### src/rtl/morse_symbol_classifier.sv
// Morse key classifier: turns timed key marks/spaces into dot/dash letter patterns.
// Optional macro MORSE_DEBOUNCE_EN adds a two-tick stability filter on the synchronised key.
module morse_symbol_classifier #(
   parameter int DASH_TICKS = 3,
   parameter int GAP_TICKS  = 3,
   parameter int MAX_SYMS   = 5,
   parameter int CNT_W      = 4
) (
   input  logic                CLK,
   input  logic                RST_N,
   input  logic                clk_div,
   input  logic                key_in,
   output logic                sym_valid,
   output logic [MAX_SYMS-1:0] sym_bits,
   output logic [2:0]          sym_len,
   output logic                overflow
);

   typedef enum logic [1:0] {S_IDLE, S_MARK, S_SPACE, S_EMIT} state_t;

   localparam logic [CNT_W-1:0] DASH_C  = CNT_W'(DASH_TICKS);
   localparam logic [CNT_W-1:0] GAP_C   = CNT_W'(GAP_TICKS);
   localparam logic [2:0]       MAX_LEN = 3'(MAX_SYMS);

   state_t              state_q;
   logic                clk_div_q;
   logic                key_s1_q, key_s2_q;
   logic [CNT_W-1:0]    cnt_q;
   logic [CNT_W-1:0]    cnt_d;
   logic [2:0]          len_q;
   logic [MAX_SYMS-1:0] pattern_q;
   logic                tick;
   logic                key;

   assign tick  = clk_div & ~clk_div_q;
   assign cnt_d = (cnt_q == {CNT_W{1'b1}}) ? cnt_q : cnt_q + 1'b1;

   // NOTE: every register below uses non-blocking assignment so all state
   // updates on one edge see the pre-edge values, regardless of block order.
   always_ff @(posedge CLK or negedge RST_N) begin
      if (!RST_N) begin
         clk_div_q <= 1'b0;
         key_s1_q  <= 1'b0;
         key_s2_q  <= 1'b0;
      end else begin
         clk_div_q <= clk_div;
         key_s1_q  <= key_in;
         key_s2_q  <= key_s1_q;
      end
   end

`ifdef MORSE_DEBOUNCE_EN
   logic key_smp_q, key_db_q;

   // A level is accepted only when two consecutive tick samples agree.
   always_ff @(posedge CLK or negedge RST_N) begin
      if (!RST_N) begin
         key_smp_q <= 1'b0;
         key_db_q  <= 1'b0;
      end else if (tick) begin
         key_smp_q <= key_s2_q;
         if (key_s2_q == key_smp_q) key_db_q <= key_s2_q;
      end
   end

   assign key = key_db_q;
`else
   assign key = key_s2_q;
`endif

   always_ff @(posedge CLK or negedge RST_N) begin
      if (!RST_N) begin
         state_q   <= S_IDLE;
         cnt_q     <= '0;
         len_q     <= '0;
         pattern_q <= '0;
         sym_valid <= 1'b0;
         sym_bits  <= '0;
         sym_len   <= '0;
         overflow  <= 1'b0;
      end else begin
         sym_valid <= 1'b0;
         case (state_q)
            S_IDLE: begin
               cnt_q <= '0;
               if (key) state_q <= S_MARK;
            end
            S_MARK: begin
               if (!key) begin
                  // Zero-tick marks fall below DASH_C and become dots.
                  if (len_q == MAX_LEN) begin
                     overflow <= 1'b1;
                  end else begin
                     pattern_q[len_q] <= (cnt_q >= DASH_C);
                     len_q            <= len_q + 3'd1;
                  end
                  cnt_q   <= '0;
                  state_q <= S_SPACE;
               end else if (tick) begin
                  cnt_q <= cnt_d;
               end
            end
            S_SPACE: begin
               if (key) begin
                  cnt_q   <= '0;
                  state_q <= S_MARK;
               end else if (cnt_q >= GAP_C) begin
                  sym_valid <= 1'b1;
                  sym_bits  <= pattern_q;
                  sym_len   <= len_q;
                  state_q   <= S_EMIT;
               end else if (tick) begin
                  cnt_q <= cnt_d;
               end
            end
            S_EMIT: begin
               pattern_q <= '0;
               len_q     <= '0;
               cnt_q     <= '0;
               state_q   <= S_IDLE;
            end
            default: state_q <= S_IDLE;
         endcase
      end
   end

endmodule

### config.mk
export PLATFORM = sky130hd
export DESIGN_NAME = morse_symbol_classifier
export DESIGN_NICKNAME = d
export VERILOG_FILES = /design/src/rtl/morse_symbol_classifier.sv
export SDC_FILE = /design/constraint.sdc
export NUM_CORES = 1
export LEC_CHECK = 0
export ABC_AREA = 1
export CAP_MARGIN = 20
export CORE_ASPECT_RATIO = 1.5
export CORE_MARGIN = 5
export CORE_UTILIZATION = 58
export DETAILED_ROUTE_END_ITERATION = 6
export GPL_ROUTABILITY_DRIVEN = 0
export PLACE_DENSITY = 0.86
export SKIP_CTS_REPAIR_TIMING = 1
export SYNTH_ARGS = -nofsm -noshare
export SYNTH_HDL_FRONTEND = slang
export SYNTH_SLANG_ARGS = --single-unit
### constraint.sdc
create_clock -name CLK -period 3.3 [get_ports CLK]
set_clock_uncertainty 0.15 [all_clocks]
set_input_delay 0.99 -clock CLK [delete_from_list [all_inputs] [get_ports CLK]]
set_output_delay 0.99 -clock CLK [all_outputs]
set_load 0.01 [all_outputs]
# [After elaboration in Yosys (flattened, before gate mapping)]
# Cells that the tools add are included.
[word_totals] ff_bits=27 input_bits=4 output_inout_bits=10 elab_cells=60
[op_classes] addsub=2 magnitude_cmp=3 n_eq_ne=10 muxes=23 n_bitwise=3 reduce_logical=8
[op_table] operator="4-bit two-way mux" count=5
[op_table] operator="4-bit one-hot mux with 3 select lines" count=1
[op_table] operator="3-bit AND reduction" count=4
[op_table] operator="5-bit two-way mux" count=2
[op_table] operator="5-bit one-hot mux with 2 select lines" count=1
[op_table] operator="2-bit two-way mux" count=4
[op_table] operator="2-bit one-hot mux with 4 select lines" count=1
[op_table] operator="3-bit two-way mux" count=2
[op_table] operator="2-bit inequality test, second input constant" count=3
[op_table] operator="3-bit inequality test, second input constant" count=2
[op_table] operator="3-bit one-hot mux with 2 select lines" count=1
[op_table] operator="5-bit bitwise mux" count=1
[op_table] operator="4-bit by 1-bit adder with 4-bit output, second input constant" count=1
[op_table] operator="2-bit == test, second input constant" count=2
[op_table] operator="4-bit == test, second input constant" count=1
[op_table] operator="4-bit by 2-bit >= comparator with 1-bit output, second input constant" count=1
[op_table] operator="3-bit by 4-bit < comparator with 1-bit output, second input constant" count=1
[op_table] operator="1-bit two-way mux" count=4
[op_table] operator="3-bit by 1-bit adder with 3-bit output, second input constant" count=1
[op_table] operator="1-bit demux with 3-bit select" count=1
[op_table] operator="3-bit == test, second input constant" count=1
[op_table] operator="3-bit by 1-bit >= comparator with 1-bit output, second input constant" count=1
[op_table] operator="2-bit by 1-bit == test with 1-bit output, second input constant" count=1
[op_table] operator="2-bit zero test" count=1
[op_table] operator="other kinds (5)" count=6

# [Logic depth before layout (Yosys ltp)]
# Gate-level depths: netlist of run 1.
[depth] word_depth=8 ltp_mapped=8 ltp_nobuf=8

# [Worst setup path before layout of run 1]
# OpenSTA, ideal clock, no wires.
[synth_timing] path_type="in2reg" startpoint="input clk_div" endpoint="register cnt_q[0]" setup_time_ns=0.119 t_arrival_ns=1.413 t_required_ns=3.031 path_slack_ns=1.618 path_stages=7 path_buffers=0 cell_sequence="inv_1 > nor2_1 > nand2_1 > inv_1 > nand3_1 > nand2_1 > nor2_1"
[synth_between] elab_chain_cells=5 elab_cells_between_ends=6 classes_between="5 x mux; 1 x bitwise"
[synth_rtl] element="start, declared" line_no="11" source="input logic clk_div,"
[synth_rtl] element="1-bit bitwise AND *" line_no="35" source="assign tick = clk_div & ~clk_div_q;"
[synth_rtl] element="4-bit two-way mux *"
[synth_rtl] element="4-bit two-way mux (2 in series)"
[synth_rtl] element="4-bit one-hot mux with 3 select lines *"
[synth_rtl] element="end signal, assigned" line_no="100" source="cnt_q <= cnt_d;"
[synth_rtl] element="end signal, assigned" line_no="113" source="cnt_q <= cnt_d;"
[synth_rtl] element="end, declared" line_no="28" source="logic [CNT_W-1:0] cnt_q;"
# Mark *: on every way between the ends. The rest lies on a longest branch, timed or not. The select of a mux whose other input is x is not followed.
# A chain may end at the register's enable or synchronous reset.

# [Worst setup path after layout of run 1]
[layout_timing] startpoint="register overflow" endpoint="output overflow"
[layout_rtl] element="start, declared" line_no="16" source="output logic overflow"
[layout_rtl] element="start signal, assigned" line_no="80" source="overflow <= 1'b0;"
[layout_rtl] element="start signal, assigned" line_no="92" source="overflow <= 1'b1;"
# No word-level cell between the ends.

==> results.yml, run 1 <==
power:
  power.density_nw_per_um2: 507
  total_power_mw: 0.730
  p_leak_nw: 0.752
  ir_drop_mv: 0.290
drt:
  drt_iter0_markers: 32
  via_count: 1032
  drc: 0
  wl_per_cell_um: 12.4
  wl_mm: 2.35
  ant_nets: 0
  dr.pass1.iters: 4
  via_per_inst: 5.46
sta:
  maxSlewViolCount: 0
  finalHoldViolCount: 0
  setup_tns_ns: 0
  clock.fmax_mhz: 418
  tightest_slew_ns: 0.326
  setup_viol: 0
  whs_ns: 0.221
  rsz0062_at_grt: "no"
  min_period_ns: 2.39
  worst_slack_ns: 0.907
  slew_headroom_pct: 78.3
  final.period_utilization_pct: 72.5
status:
  status: "finished, final reports clean"
global_routing:
  grt_busiest_layer: "met2"
  grt_use_total_pct: 18.0
  grt_max_degree: 28
  grtUsageMet2_pct: 30.1
  grt_pass1_wl_mm: 4.22
  grt_pass1_vias: 1024
  use_met3_pct: 2.43
  antenna_found_initial: 0
  use_met1_pct: 21.1
  overflow: 0
worst_setup_path:
  crit_path_end_kind: "output pin"
  max_stage_delay_ns: 0.54
  timing_worst_setup_path_type: "flop to output pin"
  crit_slowest_cell: "clkdlybuf4s50_1"
  crit_chain: "clkdlybuf4s50_1"
  arrival_ns: 1.25
  cp-start-kind: "flop"
  crit_family: "buffers and inverters"
  crit_required_ns: 2.16
  rrSetupSlack_ns: 1.65
  crit_buf_inv: 1
  critPathMaxFanout: 2
clock_network:
  clk_pin_slew_worst_paths_ns: 0.14
  insertion_delay_ns: 0.33
  clockBufferDepth: 2
  cts_made_buffers: 3
  cts_tree: "done"
  cts_sinks: 27
  cts.root.buffer_cell: "clkbuf_4"
  h-tree-depth: 1
synth:
  ys.flop_type: "dfrtp_1"
  synth_top_area_share_pct: 53.6
  yosys.area.top_type: "dfrtp_1"
  synth_seq_area_share_pct: 53.6
  netlist_area_um2: 1260
  synth_nets: 157
  synth_cell_types: 20
  avgSynthCellArea_um2: 8.41
  ys_top_cells_by_area: "dfrtp_1, nand2_1, inv_1"
  yosysMostFrequentCell: "nand2_1"
  ys_warn_count: 0
  synth_edf_count: 0
  async_flop_share_pct: 100
  syn_inst: 150
  ys_ff_latch: 27
  yosys-top-cells-count: "nand2_1, dfrtp_1, inv_1, nand3_1, nor2_1"
layout:
  antennaDiodeCount: 0
  instances_no_fill: 189
  post-route-util_pct: 70.2
  areaGrowthSynthToFinish_pct: 14.3
  drive_above_1_share_pct: 8.38
  fin_area_um2: 1440
  final_nets: 175
die:
  die_width_um: 48.1
  die_area_um2: 3230
  ios: 14
  start_util_pct: 61.5
  dieHeight_um: 67.1
  coreArea_um2: 2050
  row_count: 20
placement:
  placed_area_um2: 1420
  port_buffers: 13
  dp_hpwl_mm: 1.80
  dp_cells: 185
  preCtsSetupSlack_ns: 0.977
job:
  maxCapViolCount: 0
min_path:
  worstHoldPathType: "flop to flop"
## layer usage
layer  vias to the layer above  share of wire, %
met3                        10               4.3
met1                       488                41
met4                         0               3.2
li1                        507                 -
met2                        27                51
met5                         -                 0
## final cells by class
| type | instances | area [µm²] |
|---|---|---|
| Tap cell | 22 | 27.5 |
| Clock buffer | 4 | 26.3 |
| Timing Repair Buffer | 14 | 138 |
| Multi-Input combinational cell | 102 | 499 |
| Inverter | 20 | 75.1 |
| Fill cell | 170 | 611 |
| Sequential cell | 27 | 676 |
## layout by cell type, fill, tap and decap left out, drive strengths merged
cell type,count
nor2,14
buf,1
clkbuf,4
inv,20
o31ai,1
dfrtp,27
a21oi,4
nand3,13
ha,3
nand2,51
clkdlybuf4s50,13
xor2,1
nand4,1
o21ai,12
o22ai,2
## where the power goes
group          total, mW  internal [mW]  switching [mW]
clock              0.142         0.0474          0.0942
combinational      0.182         0.0725           0.110
sequential         0.407          0.370          0.0366
## flip-flops by register name, indices dropped and copies added, names as in the netlist, 2 cells and up
| name | count |
|---|---|
| sym_len | 3 |
| pattern_q | 5 |
| cnt_q | 4 |
| sym_bits | 5 |
| state_q | 2 |
| len_q | 3 |
## kinds of logic after synthesis
group / synth area share [%]
AO/OA/AOI/OAI: 9.13
XOR/XNOR: 0.695
adder cells (fa/ha/maj): 2.98
buffers and inverters: 6.85
flip-flops: 53.6
AND/OR/NAND/NOR: 26.8
## final timing paths
kind | from | endpoint | cells after the start
worst max-delay path | overflow$_DFFE_PN0P_ | overflow | 1
worst min-delay path | key_s1_q$_DFF_PN0_ | key$_DFF_PN0_ | 0
worst max register to register | cnt_q[0]$_DFFE_PN0N_ | cnt_q[0]$_DFFE_PN0N_ | 7
worst min register to register | key_s1_q$_DFF_PN0_ | key$_DFF_PN0_ | 0
max in group asynchronous | RST_N | pattern_q[2]$_DFFE_PN0P_ | 2
min in group asynchronous | RST_N | sym_bits[1]$_DFFE_PN0P_ | 2
No activity file was read; power rests on OpenSTA's default activity.
==> run 2, diff against run 1 <==
CORE_UTILIZATION = 54   (was 58)
PLACE_DENSITY = 0.81   (was 0.86)
clock period = 2.4 ns   (was 3.3 ns; I/O delays follow)
==> results.yml, run 2 (same netlist as run 1, synthesis figures left out) <==
status:
  status: "finished, final reports clean"
die:
  die_area_um2: 3420
  die_width_um: 49.5
  coreArea_um2: 2230
  ios: 14
  start_util_pct: 56.5
  row_count: 21
  dieHeight_um: 69.2
power:
  p_seq_share_pct: 55.7
  p_leak_nw: 0.752
  ir_drop_mv: 0.591
  power_frac_comb_pct: 24.9
  power_frac_clock_pct: 19.4
  power_switching_mw: 0.325
  power.density_nw_per_um2: 692
  total_power_mw: 0.999
  switching_share_pct: 32.5
  p_int_mw: 0.674
worst_setup_path:
  crit_buf_inv: 1
  crit_required_ns: 1.53
  critPathMaxFanout: 2
  crit_family: "buffers and inverters"
  crit_path_end_kind: "output pin"
  max_stage_delay_ns: 0.54
  crit_chain: "clkdlybuf4s50_1"
  cp-start-kind: "flop"
  timing_worst_setup_path_type: "flop to output pin"
  arrival_ns: 1.25
  crit_slowest_cell: "clkdlybuf4s50_1"
  rrSetupSlack_ns: 0.71
layout:
  mostFrequentLayoutCells: "nand2_1, dfrtp_1, inv_1"
  layout_commonest_cell: "nand2_1"
  regArea_um2: 676
  final_nets: 175
  fin_area_um2: 1440
  areaGrowthSynthToFinish_pct: 14.4
  drive_above_1_share_pct: 8.38
  multiInputGateArea_um2: 499
  antennaDiodeCount: 0
  top_regs: "pattern_q (5), sym_bits (5), cnt_q (4)"
  n_fill_cell: 188
global_routing:
  antenna_found_initial: 0
  grt_use_total_pct: 15.2
  grt_pass1_vias: 1031
  overflow: 0
  grt_pass1_wl_mm: 4.25
  grt_max_degree: 28
sta:
  min_period_ns: 2.12
  final.period_utilization_pct: 88.3
  clock.fmax_mhz: 472
  setup_viol: 0
  finalHoldViolCount: 0
  slew_headroom_pct: 77.6
  maxSlewViolCount: 0
  setup_tns_ns: 0
  tightest_slew_ns: 0.336
  rsz0062_at_grt: "no"
placement:
  placed_area_um2: 1420
  dp_hpwl_mm: 1.69
  port_buffers: 13
drt:
  wl_mm: 2.31
  dr.pass1.iters: 4
  ant_nets: 0
  wl_per_cell_um: 12.1
  via_per_inst: 5.22
  drc: 0
  via_count: 992
  drt_iter0_markers: 29
clock_network:
  cts_tree: "done"
  cts_sinks: 27
  insertion_delay_ns: 0.32
  clk_pin_slew_worst_paths_ns: 0.14
  clockBufferDepth: 2
  cts.root.buffer_cell: "clkbuf_4"
  h-tree-depth: 1
  cts_made_buffers: 3
min_path:
  worstHoldPathType: "flop to flop"
job:
  maxCapViolCount: 0
## run 2: cell counts in the layout (fill, tap and decap cells not counted)
Identical to the previous run, type by type.
## run 2: metal layers
metal	GRT usage, %	vias to the layer above	wire length (µm)	part of all wire [%]
met2	26.7	18	1250	54
met3	3.23	2	90	3.9
met4	6.12	0	18	0.78
li1	-	504	-	-
met5	0	-	0	0
met1	17.5	468	951	41
## run 2: final timing paths
check	to	depth (start not counted)	startpoint
worst max-delay path	sym_len[1]	1	sym_len[1]$_DFFE_PN0P_
worst min register to register	key$_DFF_PN0_	0	key_s1_q$_DFF_PN0_
worst max register to register	cnt_q[1]$_DFFE_PN0N_	7	cnt_q[0]$_DFFE_PN0N_
max in group asynchronous	sym_len[0]$_DFFE_PN0P_	2	RST_N
min in group asynchronous	clk_div_q$_DFF_PN0_	2	RST_N
worst min-delay path	key$_DFF_PN0_	0	key_s1_q$_DFF_PN0_
## run 2: area by class of cell
type                            count  share of cell area [%]
Timing Repair Buffer               14                    9.54
Multi-Input combinational cell    102                    34.6
Sequential cell                    27                    46.8
Tap cell                           23                    1.99
Inverter                           20                    5.20
Clock buffer                        4                    1.82
## run 2: stage by stage
| stage | hold slack [ns] | cells | setup slack [ns] | utilization (%) |
|---|---|---|---|---|
| 2_1_floorplan | 0.181 | 150 | 0.973 | - |
| 3_3_place_gp | 0.184 | 186 | 0.434 | 63.4 |
| 3_5_place_dp | 0.202 | 186 | 0.354 | 63.4 |
| 4_1_cts | 0.233 | 190 | 0.281 | 64.6 |
| 5_1_grt | 0.248 | 190 | 0.231 | 64.6 |
| 6_report | 0.233 | 190 | 0.281 | 64.6 |
## run 2: power groups by stage
stage | Combinational, mW | Sequential, mW | Clock [mW]
5_1_grt | 0.286 | 0.568 | 0.219
4_1_cts | 0.250 | 0.556 | 0.198
6_report | 0.249 | 0.556 | 0.193
3_3_place_gp | 0.241 | 0.561 | 0
3_5_place_dp | 0.248 | 0.565 | 0
2_1_floorplan | 0.164 | 0.563 | 0
